$ cat config.mk
export PLATFORM = sky130hd
export DESIGN_NAME = execute_pipeline_stage
export DESIGN_NICKNAME = d
export VERILOG_FILES = /design/src/rtl/execute_pipeline_stage.sv
export SDC_FILE = /design/constraint.sdc
export NUM_CORES = 1
export LEC_CHECK = 0
export ABC_AREA = 1
export CELL_PAD_IN_SITES_DETAIL_PLACEMENT = 2
export CELL_PAD_IN_SITES_GLOBAL_PLACEMENT = 2
export CORE_MARGIN = 2
export CORE_UTILIZATION = 28
export CTS_BUF_LIST = sky130_fd_sc_hd__clkbuf_16
export DETAILED_ROUTE_END_ITERATION = 8
export GPL_ROUTABILITY_DRIVEN = 1
export PLACE_DENSITY = 0.76
export SLEW_MARGIN = 15
export SYNTH_ARGS = -nofsm -noshare
export SYNTH_HDL_FRONTEND = slang
export SYNTH_SLANG_ARGS = --single-unit
$ cat constraint.sdc
create_clock -name clk -period 2.7 [get_ports clk]
set_input_delay 0.27 -clock clk [delete_from_list [all_inputs] [get_ports clk]]
set_output_delay 0.27 -clock clk [all_outputs]
set_load 0.02 [all_outputs]
$ cat src/rtl/execute_pipeline_stage.sv
// Execute stage: D/E register, 16-bit ALU and write-data select, E/M register. Optional flags via EXEC_FLAGS_EN.
// Latency: 2 clk edges from inputs to all outputs, one operation per cycle.
// Backpressure: none; the stage never stalls and never inserts bubbles.
module execute_pipeline_stage (
    input  logic        clk,
    input  logic        rst_n,
    input  logic        wbs_in,
    input  logic        wme_in,
    input  logic        mm_in,
    input  logic        wm_in,
    input  logic        am_in,
    input  logic        ni_in,
    input  logic [2:0]  aluop_in,
    input  logic [15:0] src_a_in,
    input  logic [15:0] src_b_in,
    output logic        wbs_out,
    output logic        wme_out,
    output logic        mm_out,
    output logic        wm_out,
    output logic        ni_out,
    output logic [15:0] alu_result_out,
    output logic [15:0] mem_data_out,
    output logic        flag_n_out,
    output logic        flag_z_out
);

    localparam logic [2:0] OP_ADD  = 3'b000;
    localparam logic [2:0] OP_SUB  = 3'b001;
    localparam logic [2:0] OP_AND  = 3'b010;
    localparam logic [2:0] OP_OR   = 3'b011;
    localparam logic [2:0] OP_XOR  = 3'b100;
    localparam logic [2:0] OP_SLL  = 3'b101;
    localparam logic [2:0] OP_SRL  = 3'b110;
    localparam logic [2:0] OP_PASS = 3'b111;

    typedef struct packed {
        logic        wbs;
        logic        wme;
        logic        mm;
        logic        wm;
        logic        am;
        logic        ni;
        logic [2:0]  aluop;
        logic [15:0] src_a;
        logic [15:0] src_b;
    } de_t;

    typedef struct packed {
        logic        wbs;
        logic        wme;
        logic        mm;
        logic        wm;
        logic        ni;
        logic [15:0] alu_result;
        logic [15:0] mem_data;
    } em_t;

    de_t         de_d, de_q;
    em_t         em_d, em_q;
    logic [15:0] alu_result;

    always_comb begin
        de_d       = '0;
        de_d.wbs   = wbs_in;
        de_d.wme   = wme_in;
        de_d.mm    = mm_in;
        de_d.wm    = wm_in;
        de_d.am    = am_in;
        de_d.ni    = ni_in;
        de_d.aluop = aluop_in;
        de_d.src_a = src_a_in;
        de_d.src_b = src_b_in;
    end

    always_ff @(posedge clk or negedge rst_n) begin
        if (!rst_n) begin
            de_q <= '0;
        end else begin
            de_q <= de_d;
        end
    end

    // Carry and borrow fall off the top: plain 16-bit modulo arithmetic.
    always_comb begin
        alu_result = 16'h0000;
        case (de_q.aluop)
            OP_ADD:  alu_result = de_q.src_a + de_q.src_b;
            OP_SUB:  alu_result = de_q.src_a - de_q.src_b;
            OP_AND:  alu_result = de_q.src_a & de_q.src_b;
            OP_OR:   alu_result = de_q.src_a | de_q.src_b;
            OP_XOR:  alu_result = de_q.src_a ^ de_q.src_b;
            OP_SLL:  alu_result = de_q.src_a << de_q.src_b[3:0];
            OP_SRL:  alu_result = de_q.src_a >> de_q.src_b[3:0];
            OP_PASS: alu_result = de_q.src_b;
            default: alu_result = 16'h0000;
        endcase
    end

    // am and aluop end here; only the write data select depends on am.
    always_comb begin
        em_d            = '0;
        em_d.wbs        = de_q.wbs;
        em_d.wme        = de_q.wme;
        em_d.mm         = de_q.mm;
        em_d.wm         = de_q.wm;
        em_d.ni         = de_q.ni;
        em_d.alu_result = alu_result;
        em_d.mem_data   = de_q.am ? de_q.src_b : 16'h0000;
    end

    always_ff @(posedge clk or negedge rst_n) begin
        if (!rst_n) begin
            em_q <= '0;
        end else begin
            em_q <= em_d;
        end
    end

    assign wbs_out        = em_q.wbs;
    assign wme_out        = em_q.wme;
    assign mm_out         = em_q.mm;
    assign wm_out         = em_q.wm;
    assign ni_out         = em_q.ni;
    assign alu_result_out = em_q.alu_result;
    assign mem_data_out   = em_q.mem_data;

`ifdef EXEC_FLAGS_EN
    logic flag_n_q;
    logic flag_z_q;

    // Z reads 0 in reset because it is the flop value, not a live compare.
    always_ff @(posedge clk or negedge rst_n) begin
        if (!rst_n) begin
            flag_n_q <= 1'b0;
            flag_z_q <= 1'b0;
        end else begin
            flag_n_q <= alu_result[15];
            flag_z_q <= (alu_result == 16'h0000);
        end
    end

    assign flag_n_out = flag_n_q;
    assign flag_z_out = flag_z_q;
`else
    assign flag_n_out = 1'b0;
    assign flag_z_out = 1'b0;
`endif

endmodule

==> results of run 1 <==
## area by class of cell
type                       instances  area, um^2  area share, %
clock buffer                       9         225           2.93
clock inverter                     7        81.3           1.06
inverter                          93         349           4.55
multi-input combinational        583        3420           44.6
sequential                        78        1950           25.4
tap                              265         332           4.32
timing repair buffer             144        1320           17.1
## layer usage
| layer | up-vias | track usage [%] |
|---|---|---|
| met5 | - | 0 |
| met2 | 150 | 39.1 |
| li1 | 2752 | - |
| met3 | 37 | 3.86 |
| met1 | 2931 | 29.4 |
| met4 | 0 | 8.04 |
## sequential cells by signal, summed over array words and instances, names as in the netlist
register and flops:
wme_out 1, mm_out 1, wbs_out 1, mem_data_out 16, ni_out 1, alu_result_out 16
wm_out 1, de_q 41
## what timing repair did
| item | in CTS | in global routing |
|---|---|---|
| resized for setup | 12 | 51 |
| pin swaps | 6 | 24 |
| hold buffers | 1 | 0 |
| endpoints found under the setup margin | 9 | 11 |
| endpoints found under the hold margin | 41 | 0 |
| cloned | 0 | 0 |
| setup buffers | 1 | 5 |
## cells in the mapped netlist (2+ instances only)
library cell  number  area share (%)
or2_1              2            0.22
ha_1              49              11
inv_1             84             5.6
nor2_4             3            0.60
o21a_1            13             1.7
nor2_2             3            0.33
nand4_1            9             1.0
buf_2             12             1.1
o21ai_0           49             4.4
a22oi_1            5            0.67
nand3_1           48             4.3
clkbuf_1           4            0.27
buf_1              2            0.13
nand2_1          250              17
nand3_2            3            0.53
or2_2              3            0.33
xor2_1            19             3.0
dfrtp_1           78              35
o2111ai_1          2            0.31
o211ai_1           5            0.67
buf_6              4            0.80
nand2_2            4            0.44
a21oi_1           35             3.1
buf_4              4            0.53
o31ai_1            2            0.27
inv_2              9            0.60
nor3_1             9            0.80
nor2_1            50             3.3
o21ai_1            5            0.44
## through the flow
stage / utilization, % / TNS, ps / cells
after floorplan: - / 0 / 781
after global placement: 36.0 / -47.5 / 1156
after detailed placement: 36.0 / -907 / 1156
after CTS: 38.0 / 0 / 1174
after global routing: 39.2 / -410 / 1179
final: 39.2 / 0 / 1179
## worst register-to-register path, cell delays in order (launching register included)
cell and delay (ps):
dfrtp_2 450, inv_1 110, nand4_1 190, nor2_4 180
inv_2 70, nor3_4 190, o21a_1 160, nor2_1 50
ha_2 340, nand2_2 80, nand2_1 70, o21bai_1 190
nor2_1 150, nand2_1 90, nand2_1 60, nand2_1 50
nand2_1 50, nand2_1 60
## how the worst max path moves through the flow
stage	startpoint	end	slack [ps]	cells after the start
5_1_grt	de_q[5]	alu_result_out[15]	-110	18
6_report	de_q[5]	alu_result_out[13]	60	17
2_1_floorplan	de_q[1]	alu_result_out[15]	40	21
4_1_cts	de_q[1]	alu_result_out[10]	20	15
3_3_place_gp	de_q[2]	alu_result_out[10]	-50	16
3_5_place_dp	de_q[1]	alu_result_out[13]	-170	18
## power by group through the flow
stage	logic, mW	clock network [mW]	registers [mW]
floorplan	0.531	0	1.40
global placement	1.11	0	1.35
detailed placement	1.14	0	1.35
CTS	1.18	1.35	1.33
global route	1.37	1.38	1.34
finish	1.25	1.31	1.33
## cells by family after synthesis
logic type,Yosys count
AO/OA/AOI/OAI,122
buffers and inverters,120
adder cells (fa/ha/maj),50
AND/OR/NAND/NOR,389
flip-flops,78
XOR/XNOR,20
other,1
==> metrics.md, run 1 <==
| Metric | Value |
|---|---|
| Outcome | `complete, no violations` |
| CTS tree | `built` |
| Initial antenna violation count | `1` |
| Antenna Cells | `0` |
| Max Slew Vio Count | `0` |
| Site Rows | `51` |
| Finished Cell Area | `0.00768 mm^2` |
| Post-placement cell area | `0.00706 mm^2` |
| Crit-path cells | `inv_1, nand4_1, nor2_4, inv_2, nor3_4, o21a_1, nor2_1, ha_2, nand2_2, nand2_1, o21bai_1, nor2_1, nand2_1, nand2_1, nand2_1, nand2_1, nand2_1` |
| Cell family with the largest share of critical-path delay | `simple AND/OR/NAND/NOR gates` |
| Worst Max-Slew Pin Slew | `708 ps` |
| Switching share of power | `35.8%` |
| Residual DRC | `0` |
| Overflow after GRT | `0` |
| Hold Path Origin | `src_a_in[8]` |
| Leading cell type in the layout, fill and taps excluded | `nand2_1` |
| Synth Flop Type | `dfrtp_1` |
| Mapped Area | `0.00563 mm^2` |
| WP data arrival | `2890 ps` |
| Initial Utilization | `28.8%` |
| Synth cell types | `44` |
| Sw power | `1.39 mW` |
| Die width | `146 um` |
| CP Class | `register to register` |
| Endpoints failing setup | `0` |
| Post-synth EDFFs | `0` |
| Met2 wire len | `12.5 mm` |
| WL final | `24.9 mm` |
| Clock sinks | `78` |
| I/O Pins | `82` |
| Synthesis-stage register bit count | `78` |
| Total number of vias | `5870` |
| Crit share post-route | `97.8%` |
| Max incr delay on CP | `450 ps` |
| Pre-antenna DRT Iters | `4` |
| Routed length per placed instance | `21.1 um` |
| FF-to-FF path depth | `17` |
| CP Capture Type | `register` |
| Worst min-delay path endpoint | `de_q[24]` |
| Synth Area in Compound Gates | `12.4%` |
| Core Area | `0.0196 mm^2` |
| FFs w/ async S/R, synth | `100%` |
| WHS Path Cells | `1` |
| Mean Syn Cell Area | `7.22 um^2` |
| Layout cells sized above 1 | `17.0%` |
| Post-synthesis adder-cell area fraction | `11.2%` |
| Rel. slew slack | `52.6%` |
| Worst Hold Class | `primary input to register` |
| Leak pwr | `3.78 nW` |
| Top routing layer used | `met4` |
| Global-route wire length before repair | `37.2 mm` |
| Vias in the first global route | `6425` |
| Crit Path Max Fanout | `5` |
| DP Wirelength | `18.7 mm` |
| Fillers | `2274` |
| Fmax | `0.379 GHz` |
| Metal-1 WL | `10.6 mm` |
| Slowest library cell on the worst path | `dfrtp_2` |
| PnR worst setup slack | `59.2 ps` |
| Min Tclk post-route | `2640 ps` |
| Maximum Capacitance Violations | `0` |
| DIE AREA | `0.0213 mm^2` |
| Initial drt markers | `270` |
| Simple-Gate Fraction of Synth Area | `29.3%` |
| Power Density | `506 mW/mm^2` |
| Vias per cell | `4.98` |
| Cell Int Power | `2.49 mW` |
| Largest family of logic cells by synthesized area | `simple AND/OR/NAND/NOR gates` |
| Clock Skew | `11.9 ps` |
| Power share of the combinational group | `32.1%` |
| Post-Synth XOR/XNOR Area | `3.11%` |
| Die Ht | `146 um` |
| Post-synthesis mux area share | `0%` |
| Final hold slack | `343 ps` |
| Final Power | `3.89 mW` |
| GRT Overall Usage | `23.0%` |
| Req. time, crit path | `2940 ps` |
| Root buf cell | `clkbuf_16` |
| CTS max path bufs | `2` |
| Commonest cells after routing, fill and taps aside | `nand2_1 (239), inv_1 (80), clkdlybuf4s50_1 (78), dfrtp_1 (77), buf_4 (62)` |
| TritonCTS Buffers | `9` |
| Worst path buffer plus inverter count | `2` |
| Critical path's most frequent cell | `nand2_1` |
| Clock transition at path regs | `80 ps` |
| Met3 WL post-DR | `1.21 mm` |
| ANT nets after route | `0` |
| Final Hold Fails | `0` |
| Seq pwr share | `34.2%` |
| RD Place Congestion | `0.912` |
| R2R Path Start | `de_q[5]` |
| Worst setup SP type | `register` |
| R2r setup slk | `60 ps` |
| VDD IR-drop max | `0.305 mV` |
| Clock latency on the worst-skew pair | `360 ps` |
| Synth Instances | `780` |
| H-tree levels | `3` |
| Port bufs | `79` |
| Unrepaired setup endpoints after global routing | `true` |
| Largest net degree at the start of global routing | `44` |
| Clock power frac | `33.7%` |
| Area growth from synthesis to layout | `36.3%` |
| Synthesis Warnings | `0` |
| Worst R2R End | `alu_result_out[13]` |
| Seq/Total Area, Yosys | `34.7%` |
| Nets | `1002` |
| DP Worst Slack | `-175 ps` |
(Power assumes the default switching activity.)
==> run 2, diff against run 1 <==
CAP_MARGIN = 15   (was unset)
CORE_UTILIZATION = 33   (was 28)
DONT_BUFFER_PORTS = 1   (was unset)
==> metrics.md, run 2 (same netlist as run 1, synthesis figures left out) <==
| Metric | Value |
|---|---|
| Endpoints failing setup | `4 (+4)` |
| Hold Path Origin | `de_q[35]` |
| Max FFs per register | `41 (unchanged)` |
| Die width | `135 um (-7.7%)` |
| PnR worst setup slack | `-118 ps (-178 ps)` |
| Leak pwr | `3.64 nW (-3.8%)` |
| Crit share post-route | `104% (+6.6 points)` |
| Critical path's most frequent cell | `nand2_1` |
| I/O Pins | `82 (unchanged)` |
| Worst Hold Class | `register to register` |
| Port bufs | `0 (-100%)` |
| Req. time, crit path | `2920 ps (-20 ps)` |
| Final Power | `3.86 mW (-0.78%)` |
| Root buf cell | `clkbuf_16` |
| Routed length per placed instance | `26.4 um (+25%)` |
| Area growth from synthesis to layout | `29.4%` |
| Total number of vias | `6063 (+3.3%)` |
| Initial drt markers | `348 (+29%)` |
| Failing checks | `setup timing` |
| Vias per cell | `5.54 (+11%)` |
| Residual DRC | `0 (unchanged)` |
| Fillers | `1841 (-19%)` |
| Rel. slew slack | `52.0% (-0.66 points)` |
| ANT nets after route | `0 (unchanged)` |
| Commonest cells after routing, fill and taps aside | `nand2_1 (238), inv_1 (76), dfrtp_1 (75), buf_4 (56), o21ai_0 (46)` |
| Core Area | `0.0166 mm^2 (-15%)` |
| Min Tclk post-route | `2820 ps (+178 ps)` |
| Cells after DPL | `1017 (-12%)` |
| WP data arrival | `3040 ps (+150 ps)` |
| Initial Utilization | `33.8% (+5.1 points)` |
| CTS tree | `built` |
| TritonCTS Buffers | `9 (unchanged)` |
| Overflow after GRT | `0 (unchanged)` |
| CP Class | `register to register` |
| Final hold slack | `365 ps (+22.3 ps)` |
| GRT Overall Usage | `30.2% (+7.2 points)` |
| CTS max path bufs | `2 (unchanged)` |
| Vias in the first global route | `6446 (+0.33%)` |
| Leading cell type in the layout, fill and taps excluded | `nand2_1` |
| Site Rows | `47 (-7.8%)` |
| Worst R2R End | `alu_result_out[15]` |
| WL final | `28.9 mm (+16%)` |
| Crit-path cells | `inv_2, ha_4, nand3_4, nor2_4, inv_2, o21ai_2, nand2_1, xor2_1, ha_2, buf_4, a21oi_2, nand2_1, a21oi_2, nand2_2, nand3_2, nand2_1, nand2_1, nand2_1` |
| Initial antenna violation count | `0 (-1)` |
| Max incr delay on CP | `400 ps (-50 ps)` |
| Maximum Capacitance Violations | `0 (unchanged)` |
| Clock latency on the worst-skew pair | `360 ps (about the same)` |
| Layout cells sized above 1 | `19.0% (+2.1 points)` |
| Cell family with the largest share of critical-path delay | `simple AND/OR/NAND/NOR gates` |
| Clock Skew | `16.6 ps (+4.70 ps)` |
| Largest Register | `de_q` |
| Worst setup SP type | `register` |
| Crit Path Max Fanout | `3 (-2)` |
| Max Slew Vio Count | `0 (unchanged)` |
| Power Density | `529 mW/mm^2 (+4.6%)` |
| DIE AREA | `0.0181 mm^2 (-15%)` |
| Worst Max-Slew Pin Slew | `721 ps (+12.5 ps)` |
| Global-route wire length before repair | `40.2 mm (+8.1%)` |
| Fmax | `0.355 GHz (-6.3%)` |
| Final Non-Filler Cells | `1094 (-7.2%)` |
| R2R Path Start | `de_q[0]` |
| R2r setup slk | `-120 ps (-180 ps)` |
| Nets | `961 (-4.1%)` |
| Largest net degree at the start of global routing | `79 (+80%)` |
| Outcome | `finished, violations left` |
| Worst min-delay path endpoint | `ni_out` |
| Clock transition at path regs | `80 ps (about the same)` |
| WHS Path Cells | `0 (-1)` |
| Unrepaired setup endpoints after global routing | `true` |
| CP Capture Type | `register` |
| Slowest library cell on the worst path | `dfrtp_1` |
| RD Place Congestion | `0.930 (+2.0%)` |
| FF-to-FF path depth | `18 (+1)` |
| Final Hold Fails | `0 (unchanged)` |
| DP Wirelength | `18.3 mm (-2.1%)` |
| H-tree levels | `3 (unchanged)` |
| Die Ht | `135 um (-7.7%)` |
| Worst path buffer plus inverter count | `3 (+1)` |
| Pre-antenna DRT Iters | `5 (+1)` |
| VDD IR-drop max | `0.319 mV (+4.5%)` |
| Clock sinks | `78 (unchanged)` |
-- run 2: cell count changes in the layout (fill, tap and decap cells not counted), sizes merged --
cell           change
clkdlybuf4s50     -78
buf                -4
diode              +1
dlygate4sd3       +41
-- run 2: layout make-up --
class                      count  area (um^2)  share of cell area [%]
antenna                        1         2.50                  0.0343
clock buffer                   9          225                    3.09
clock inverter                 7         80.1                    1.10
inverter                      93          354                    4.86
multi-input combinational    583         3470                    47.6
sequential                    78         1960                    26.8
tap                          220          275                    3.78
timing repair buffer         103          922                    12.7
-- run 2: how the worst max path moves through the flow --
stage | startpoint | end | slack, ps | cells past startpoint
global placement | de_q[0] | alu_result_out[14] | -60 | 17
CTS | de_q[0] | alu_result_out[13] | 3 | 19
finish | de_q[0] | alu_result_out[15] | -120 | 18
global route | de_q[0] | alu_result_out[15] | -240 | 18
floorplan | de_q[1] | alu_result_out[15] | 40 | 21
detailed placement | de_q[0] | alu_result_out[14] | -190 | 17
-- run 2: per-layer routing --
layer	vias up	GRT usage (%)	part of all wire, %
met5	-	0	0
li1	2663	-	-
met1	3100	38.9	43
met2	231	49.7	49
met4	0	11.9	4.2
met3	69	6.01	4.5
-- run 2: what timing repair did --
action                     in CTS  in global routing
hold endpoints to repair      119                  0
buffers inserted                1                 16
setup endpoints to repair       9                 12
resized for setup              20                 69
pin swaps                       3                 21
hold buffers                   43                  0
-- run 2: power by group --
part	switching, mW	internal (mW)
logic	0.708	0.407
clock network	0.583	0.731
registers	0.168	1.26
-- run 2: per-stage QoR --
step                      TNS, ps  cell area [um^2]  setup WS (ps)  util (%)
after global placement       -127              6080          -64.1      36.5
after CTS                       0              6930           2.51      41.7
after global routing        -1050              7280           -238      43.8
after floorplan                 0              5640           35.2         -
after detailed placement     -829              6080           -187      36.5
final                        -257              7290           -118      43.8
==> run 3, diff against run 2 <==
CORE_ASPECT_RATIO = 0.8   (was unset)
==> metrics.md, run 3 (same netlist as run 1, synthesis figures left out) <==
| Metric | Value |
|---|---|
| Outcome | `finished, violations left` |
| Failing checks | `setup timing` |
| R2R Path Start | `de_q[5]` |
| Vias in the first global route | `6518 (+1.1%)` |
| Initial drt markers | `341 (-2.0%)` |
| Clock transition at path regs | `70 ps (about the same)` |
| Endpoints failing setup | `3 (-1)` |
| Critical path's most frequent cell | `nand2_1` |
| Worst min-delay path endpoint | `mm_out` |
| CP Class | `register to register` |
| Root buf cell | `clkbuf_16` |
| DIE AREA | `0.0181 mm^2 (about the same)` |
| Pre-antenna DRT Iters | `4 (-1)` |
| WL final | `28.0 mm (-3.3%)` |
| Initial antenna violation count | `0 (unchanged)` |
| Crit share post-route | `103% (-1.2 points)` |
| Clock Skew | `15.4 ps (-1.20 ps)` |
| Port bufs | `0 (unchanged)` |
| Unrepaired setup endpoints after global routing | `true` |
| Final hold slack | `376 ps (+10.5 ps)` |
| Top routing layer used | `met4` |
| Routed length per placed instance | `25.5 um (-3.5%)` |
| Cell family with the largest share of critical-path delay | `simple AND/OR/NAND/NOR gates` |
| Worst R2R End | `alu_result_out[15]` |
| Core Area | `0.0166 mm^2 (-0.22%)` |
| CTS tree | `built` |
| Nets | `964 (+0.31%)` |
| Site Rows | `42 (-11%)` |
| DP Wirelength | `18.9 mm (+3.2%)` |
| Antenna Cells | `0 (-1)` |
| Residual DRC | `0 (unchanged)` |
| PnR worst setup slack | `-87.0 ps (+31.3 ps)` |
| Max Slew Vio Count | `0 (unchanged)` |
| Final Power | `3.83 mW (-0.67%)` |
| Met2 wire len | `13.1 mm (-6.8%)` |
| Largest net degree at the start of global routing | `79 (unchanged)` |
| Vias per cell | `5.39 (-2.7%)` |
| Clock sinks | `78 (unchanged)` |
| Overflow after GRT | `0 (unchanged)` |
| RD Place Congestion | `0.921 (-0.99%)` |
| Power Density | `527 mW/mm^2 (-0.41%)` |
| FF-to-FF path depth | `19 (+1)` |
| Initial Utilization | `33.9% (+0.074 points)` |
| CTS max path bufs | `2 (unchanged)` |
| GRT Overall Usage | `29.5% (-0.67 points)` |
| Fillers | `1890 (+2.7%)` |
| TritonCTS Buffers | `9 (unchanged)` |
| WP data arrival | `3040 ps (about the same)` |
| Min Tclk post-route | `2790 ps (-31.3 ps)` |
| Met3 WL post-DR | `1.44 mm (+10%)` |
| Global-route wire length before repair | `39.1 mm (-2.6%)` |
| Die width | `150 um (+11%)` |
| Req. time, crit path | `2950 ps (+30 ps)` |
| Rel. slew slack | `51.9% (about the same)` |
| Max incr delay on CP | `420 ps (+20 ps)` |
| Hold Path Origin | `de_q[38]` |
| VDD IR-drop max | `0.379 mV (+19%)` |
| Crit-path cells | `buf_4, nor2_2, nand2_1, nor2_4, nor2_1, a21oi_1, xor2_1, inv_1, ha_4, nand2_1, inv_2, nand2_1, nand2_1, a21oi_2, nand2_2, nand3_2, nand2_2, nand2_1, nand2_1` |
| ANT nets after route | `0 (unchanged)` |
| Clock latency on the worst-skew pair | `360 ps (about the same)` |
| Worst Hold Class | `register to register` |
| Max FFs per register | `41 (unchanged)` |
| Fmax | `0.359 GHz (+1.1%)` |
| Metal-1 WL | `12.5 mm (+1.6%)` |
| R2r setup slk | `-90 ps (+30 ps)` |
| WHS Path Cells | `0 (unchanged)` |
| Die Ht | `121 um (-10%)` |
| Total number of vias | `5912 (-2.5%)` |
| Maximum Capacitance Violations | `0 (unchanged)` |
| Worst Max-Slew Pin Slew | `719 ps (-1.88 ps)` |
| Worst path buffer plus inverter count | `3 (unchanged)` |
| Layout cells sized above 1 | `18.4% (-0.64 points)` |
| Crit Path Max Fanout | `4 (+1)` |
| Commonest cells after routing, fill and taps aside | `nand2_1 (235), inv_1 (78), dfrtp_1 (77), buf_4 (60), o21ai_0 (46)` |
| Worst setup SP type | `register` |
| Area growth from synthesis to layout | `29.0%` |
| Slowest library cell on the worst path | `dfrtp_1` |
| H-tree levels | `3 (unchanged)` |
| Final Hold Fails | `0 (unchanged)` |
| CP Capture Type | `register` |
| Largest Register | `de_q` |
| Leading cell type in the layout, fill and taps excluded | `nand2_1` |
| Leak pwr | `3.64 nW (+0.16%)` |
| I/O Pins | `82 (unchanged)` |
==> run 3: cell types whose count changed in the layout (fill, tap and decap cells not counted), moves of 3 or more <==
cell,before,now
a21oi_2,10,7
buf_4,56,60
nand2_1,238,235
o21ai_2,3,0
a21oi_1,23,26
==> run 3: repair_timing <==
item | 4_1_cts | 5_1_grt
endpoints found under the hold margin | 119 | 0
endpoints found under the setup margin | 9 | 11
hold buffers | 43 | 0
buffers inserted | 3 | 9
pin swaps | 4 | 19
resized for setup | 20 | 61
==> run 3: how the worst max path moves through the flow <==
stage,slack [ps],endpoint,cells past startpoint,from
2_1_floorplan,40,alu_result_out[15],21,de_q[1]
6_report,-90,alu_result_out[15],19,de_q[5]
3_3_place_gp,8,alu_result_out[14],17,de_q[0]
5_1_grt,-190,alu_result_out[15],19,de_q[5]
3_5_place_dp,-160,alu_result_out[15],18,de_q[1]
4_1_cts,0.9,alu_result_out[13],18,de_q[1]
==> run 3: area by class of cell <==
type | instances | area [um^2] | share of cell area [%]
clock buffer | 9 | 225 | 3.10
multi-input combinational | 583 | 3460 | 47.5
inverter | 93 | 352 | 4.84
sequential | 78 | 1950 | 26.9
tap | 220 | 275 | 3.79
clock inverter | 7 | 71.3 | 0.981
timing repair buffer | 106 | 936 | 12.9
==> run 3: metrics by stage <==
| stage | util, % | cell area (um^2) | setup TNS (ps) | setup WS (ps) | cells |
|---|---|---|---|---|---|
| after floorplan | - | 5640 | 0 | 35.2 | 781 |
| after global placement | 36.9 | 6130 | 0 | 7.84 | 1025 |
| after detailed placement | 36.9 | 6130 | -957 | -159 | 1025 |
| after CTS | 42.1 | 6980 | 0 | 0.904 | 1087 |
| after global routing | 43.8 | 7270 | -816 | -189 | 1096 |
| final | 43.8 | 7270 | -133 | -87.0 | 1096 |
==> run 3: power breakdown <==
group          total, mW  internal [mW]  switching, mW
logic               1.09          0.399          0.689
clock network       1.32          0.722          0.596
registers           1.42           1.26          0.166
total               3.83           2.38           1.45
==> run 3: layer usage <==
metal  GRT usage [%]  up-vias
li1                -     2675
met1            40.4     2989
met2            47.8      194
met3            4.70       54
met4            9.20        0
met5               0        -
==> run 3: worst reg2reg max path: stages (launching register included) <==
cell     delay [ps]
dfrtp_1         420
buf_4           190
nor2_2           70
nand2_1          90
nor2_4          150
nor2_1          100
a21oi_1         160
xor2_1          240
inv_1           120
ha_4            290
nand2_1          80
inv_2            50
nand2_1          80
nand2_1          80
a21oi_2         160
nand2_2         100
nand3_2          90
nand2_2          60
nand2_1          70
nand2_1          70
